$ cat src/rtl/sub_nibble_sequencer.sv
// Multi-cycle subtractor: streams operand nibbles LSB-first through an external
// 4-bit subtract slice, chaining the borrow, then presents the result and ALU flags.
module sub_nibble_sequencer #(
  parameter int WIDTH = 16
) (
  input  logic             clk,
  input  logic             rst_n,
  input  logic             in_valid,
  output logic             in_ready,
  input  logic [WIDTH-1:0] in_a,
  input  logic [WIDTH-1:0] in_b,
  input  logic             in_bin,
  output logic [3:0]       nib_a,
  output logic [3:0]       nib_b,
  output logic             nib_bin,
  input  logic [3:0]       nib_diff,
  input  logic             nib_bout,
  output logic             out_valid,
  input  logic             out_ready,
  output logic [WIDTH-1:0] out_diff,
  output logic             out_bout,
  output logic             out_zero,
  output logic             out_neg,
  output logic             out_ovf
);

  localparam int NIBBLES = WIDTH / 4;
  localparam int IDXW    = $clog2(NIBBLES);
  localparam int MSB     = WIDTH - 1;
  localparam logic [IDXW-1:0] LAST_IDX = IDXW'(NIBBLES - 1);

  typedef enum logic [1:0] {S_IDLE, S_RUN, S_DONE} state_t;

  state_t           state_q, state_d;
  logic [IDXW-1:0]  idx_q, idx_d;
  logic [WIDTH-1:0] a_q, a_d;
  logic [WIDTH-1:0] b_q, b_d;
  logic [WIDTH-1:0] diff_q, diff_d;
  logic             borrow_q, borrow_d;
  logic [IDXW+1:0]  nib_base;

  assign nib_base = {idx_q, 2'b00};

  always_ff @(posedge clk or negedge rst_n) begin
    if (!rst_n) begin
      state_q  <= S_IDLE;
      idx_q    <= '0;
      a_q      <= '0;
      b_q      <= '0;
      diff_q   <= '0;
      borrow_q <= 1'b0;
    end else begin
      state_q  <= state_d;
      idx_q    <= idx_d;
      a_q      <= a_d;
      b_q      <= b_d;
      diff_q   <= diff_d;
      borrow_q <= borrow_d;
    end
  end

  always_comb begin
    state_d   = state_q;
    idx_d     = idx_q;
    a_d       = a_q;
    b_d       = b_q;
    diff_d    = diff_q;
    borrow_d  = borrow_q;
    in_ready  = 1'b0;
    nib_a     = 4'h0;
    nib_b     = 4'h0;
    nib_bin   = 1'b0;
    out_valid = 1'b0;
    out_diff  = '0;
    out_bout  = 1'b0;
    out_zero  = 1'b0;
    out_neg   = 1'b0;
    out_ovf   = 1'b0;

    case (state_q)
      S_IDLE: begin
        in_ready = 1'b1;
        if (in_valid) begin
          a_d      = in_a;
          b_d      = in_b;
          borrow_d = in_bin;
          idx_d    = '0;
          state_d  = S_RUN;
        end
      end
      S_RUN: begin
        // One slice pass per cycle; the slice's borrow-out feeds the next nibble.
        nib_a                 = a_q[nib_base +: 4];
        nib_b                 = b_q[nib_base +: 4];
        nib_bin               = borrow_q;
        diff_d[nib_base +: 4] = nib_diff;
        borrow_d              = nib_bout;
        if (idx_q == LAST_IDX) begin
          idx_d   = '0;
          state_d = S_DONE;
        end else begin
          idx_d = idx_q + 1'b1;
        end
      end
      S_DONE: begin
        out_valid = 1'b1;
        out_diff  = diff_q;
        out_bout  = borrow_q;
        out_zero  = (diff_q == '0);
        out_neg   = diff_q[MSB];
        out_ovf   = (a_q[MSB] != b_q[MSB]) && (diff_q[MSB] != a_q[MSB]);
        if (out_ready) state_d = S_IDLE;
      end
      default: state_d = S_IDLE;
    endcase
  end

endmodule
$ cat config.mk
export PLATFORM = sky130hd
export DESIGN_NAME = sub_nibble_sequencer
export DESIGN_NICKNAME = d
export VERILOG_FILES = /design/src/rtl/sub_nibble_sequencer.sv
export SDC_FILE = /design/constraint.sdc
export NUM_CORES = 1
export LEC_CHECK = 0
export ABC_AREA = 1
export CAP_MARGIN = 20
export CELL_PAD_IN_SITES_DETAIL_PLACEMENT = 0
export CELL_PAD_IN_SITES_GLOBAL_PLACEMENT = 1
export CORE_MARGIN = 4
export CORE_UTILIZATION = 34
export CTS_CLUSTER_DIAMETER = 80
export CTS_CLUSTER_SIZE = 12
export DETAILED_ROUTE_END_ITERATION = 8
export DONT_BUFFER_PORTS = 1
export GPL_ROUTABILITY_DRIVEN = 0
export MAX_ROUTING_LAYER = met4
export PLACE_DENSITY = 0.63
export SLEW_MARGIN = 15
export SYNTH_ARGS = -nofsm -noshare
export SYNTH_HDL_FRONTEND = slang
export SYNTH_SLANG_ARGS = --single-unit
$ cat constraint.sdc
create_clock -name clk -period 2.3 [get_ports clk]
set_input_delay 0.345 -clock clk [delete_from_list [all_inputs] [get_ports clk]]
set_output_delay 0.345 -clock clk [all_outputs]
set_load 0.01 [all_outputs]
==> metrics.md <==
| Metric | Value |
|---|---|
| First-pass GRT wire length | `11200 µm` |
| Placed cells | `472` |
| TritonCTS clock tree | `yes` |
| Die ar. | `9460 µm²` |
| Hold Path Cell Cnt | `1` |
| Placement Rows | `32` |
| Post-synthesis cell type count | `19` |
| Antenna violations before repair | `0` |
| GR Util met1 | `0.192` |
| Reg-to-reg endpoint | `diff_q[2]` |
| Final HPWL DP | `4720 µm` |
| TritonRoute pass-1 iters | `4` |
| GR met3 Demand/Resource | `0.0316` |
| Clock latency on the worst-skew pair | `310 ps` |
| Cell area after synthesis | `2710 µm²` |
| Slew margin rel. | `0.591` |
| Die W | `97.3 µm` |
| All-layer global routing usage | `0.149` |
| Initial drt markers | `93` |
| Power share of the clock group | `0.160` |
| P_leak | `0.00152 µW` |
| # Post-CTS Setup Buffers | `0` |
| Internal Power | `2280 µW` |
| Synth Instances | `375` |
| H-tree levels | `2` |
| M2 GR Usage | `0.243` |
| Reg2reg path depth | `6` |
| Final setup margin | `373 ps` |
| DR WL/cell | `13.6 µm` |
| Crit path time final | `1930 ps` |
| Net Sw Frac | `0.434` |
| Hold WC Path Type | `in -> reg` |
| Ant diodes | `0` |
| Crit path max fanout | `19` |
| Worst-path clk slew | `100 ps` |
| Setup crit end kind | `primary output` |
| Fill cell count | `835` |
| Hold-fix buffers, CTS | `2` |
| Max-cap violations | `0` |
| Non-Filler Instances | `482` |
| PortBufs | `0` |
| CTS Buffer Depth | `2` |
| CTS Buf Count | `5` |
| DRC Markers | `0` |
| Maximum VDD drop | `0.574 mV` |
| Hold Crit Start | `out_ready` |
| DRT antenna net count | `0` |
| Sequential Area | `1330 µm²` |
| Comb power frac | `0.469` |
| Ys Warns | `0` |
| Pwr Density | `1350 nW/µm²` |
| Register bit count reported by yosys | `53` |
| Vias in the first global route | `2280` |
| Post-Syn Area per Cell | `7.22 µm²` |
| Sequential element share of the synthesized area | `0.490` |
| Clock skew | `7.68 ps` |
| Fin. max-slew vios | `0` |
| Root Buffer | `clkbuf_8` |
| Reg2Reg Setup Slack | `710 ps` |
| Routed vias | `2235` |
| Startpoint types | `flop` |
| Number of setup violations in the final report | `0` |
| Top Usage Layer GRT | `met2` |
| Final nets | `426` |
| Commonest non-fill, non-tap cell in the layout | `nand2_1` |
| Max Freq | `519 MHz` |
| Unrepaired setup endpoints after global routing | `no` |
| GRT Residual Overflow | `0` |
| Share of cells above drive strength 1 | `0.0658` |
| Post-Syn Nets | `422` |
| Starting Density | `0.351` |
| CP required | `1960 ps` |
| Dpl cell area | `2840 µm²` |
| Final Total Pwr | `4030 µW` |
| Most frequent cells in the layout | `87 x nand2_1, 67 x nor2_1, 63 x inv_1` |
| Seq pwr share | `0.371` |
| Largest net degree at the start of global routing | `66` |
| Tcrit/Tclk final | `0.838` |
| Psw | `1750 µW` |
| Die Y | `97.3 µm` |
| Core Area | `7730 µm²` |
| WL final | `6560 µm` |
| Post-CTS resize count | `0` |
| Multi-input gate area | `1060 µm²` |
| Syn-to-layout area delta | `10.3%` |
| Setup CP Type | `reg -> out` |
| DP Worst Slack | `671 ps` |
| Ports | `73` |
| Final TNS setup | `0 ps` |
| Final Hold Fails | `0` |
| Vias per cell | `4.64` |
| Worst slew pin tran | `613 ps` |
| Outcome | `complete, no violations` |
| Worst r2r src | `state_q[1]` |
| Critical Path AT | `1580 ps` |
| Fin area | `2990 µm²` |
| WHS Endpoint | `state_q[1]` |
| CTS sink count | `53` |
## cells by family after synthesis
| logic type | share of synthesized area |
|---|---|
| buffers and inverters | 0.119 |
| AOI/OAI and AO/OA | 0.102 |
| DFF | 0.490 |
| adders and majority gates | 0.0231 |
| and+or+nand+nor | 0.267 |
## per-layer routing
layer	wire length, µm	up-vias
met5	0	-
met1	3080	1041
li1	-	1139
met3	277	6
met2	3130	49
met4	77	0
## critical path, cell delays in order (launching register included)
cell and delay, ps:
dfrtp_1 400, inv_1 90, nor2_1 90, buf_4 150
inv_2 140, nor3_1 400
## registers in the layout (all words and copies together), names as in the netlist
register	cells
a_q	16
b_q	16
borrow_q	1
diff_q	16
idx_q	2
state_q	2
## power by group through the flow
stage	Combinational [µW]	Sequential [µW]	Clock [µW]
after floorplan	1430	1480	0
after global placement	1880	1510	0
after detailed placement	1900	1520	0
after CTS	1940	1500	676
after global routing	2240	1550	711
final	1890	1500	644
## worst max-delay path by stage
stage	from	to	slack, ps
after global placement	state_q[1]	out_ovf	700
after CTS	state_q[1]	out_ovf	320
final	state_q[1]	out_ovf	370
after global routing	state_q[1]	out_ovf	180
after floorplan	idx_q[1]	diff_q[10]	650
after detailed placement	state_q[1]	out_ovf	670
## synthesized netlist by cell type
library cell / count / area, µm²
nand2_1: 88 / 330
nor2_1: 67 / 251
inv_1: 63 / 236
dfrtp_1: 53 / 1330
a21oi_1: 42 / 210
nand3_1: 21 / 105
buf_2: 11 / 55.1
o21ai_0: 11 / 55.1
ha_1: 5 / 62.6
nor2_2: 3 / 18.8
buf_4: 2 / 15.0
o21ai_1: 2 / 10.0
buf_1: 1 / 3.75
clkbuf_1: 1 / 3.75
clkinv_1: 1 / 3.75
inv_2: 1 / 3.75
nand4_1: 1 / 6.26
nor3_1: 1 / 5.00
or2_2: 1 / 6.26
## metrics by stage
step                 util  hold WS (ps)
floorplan               -          49.4
global placement    0.367          51.3
detailed placement  0.367          51.8
CTS                 0.387           140
global route        0.387           156
finish              0.387           148
## final cells by class
type,count,share of cell area
Tap cell,102,0.0427
Timing Repair Buffer,12,0.0377
Sequential cell,53,0.444
Clock buffer,5,0.0230
Clock inverter,3,0.0155
Inverter,65,0.0816
Multi-Input combinational cell,242,0.356
Note: power is estimated with default switching activity, not from simulation.
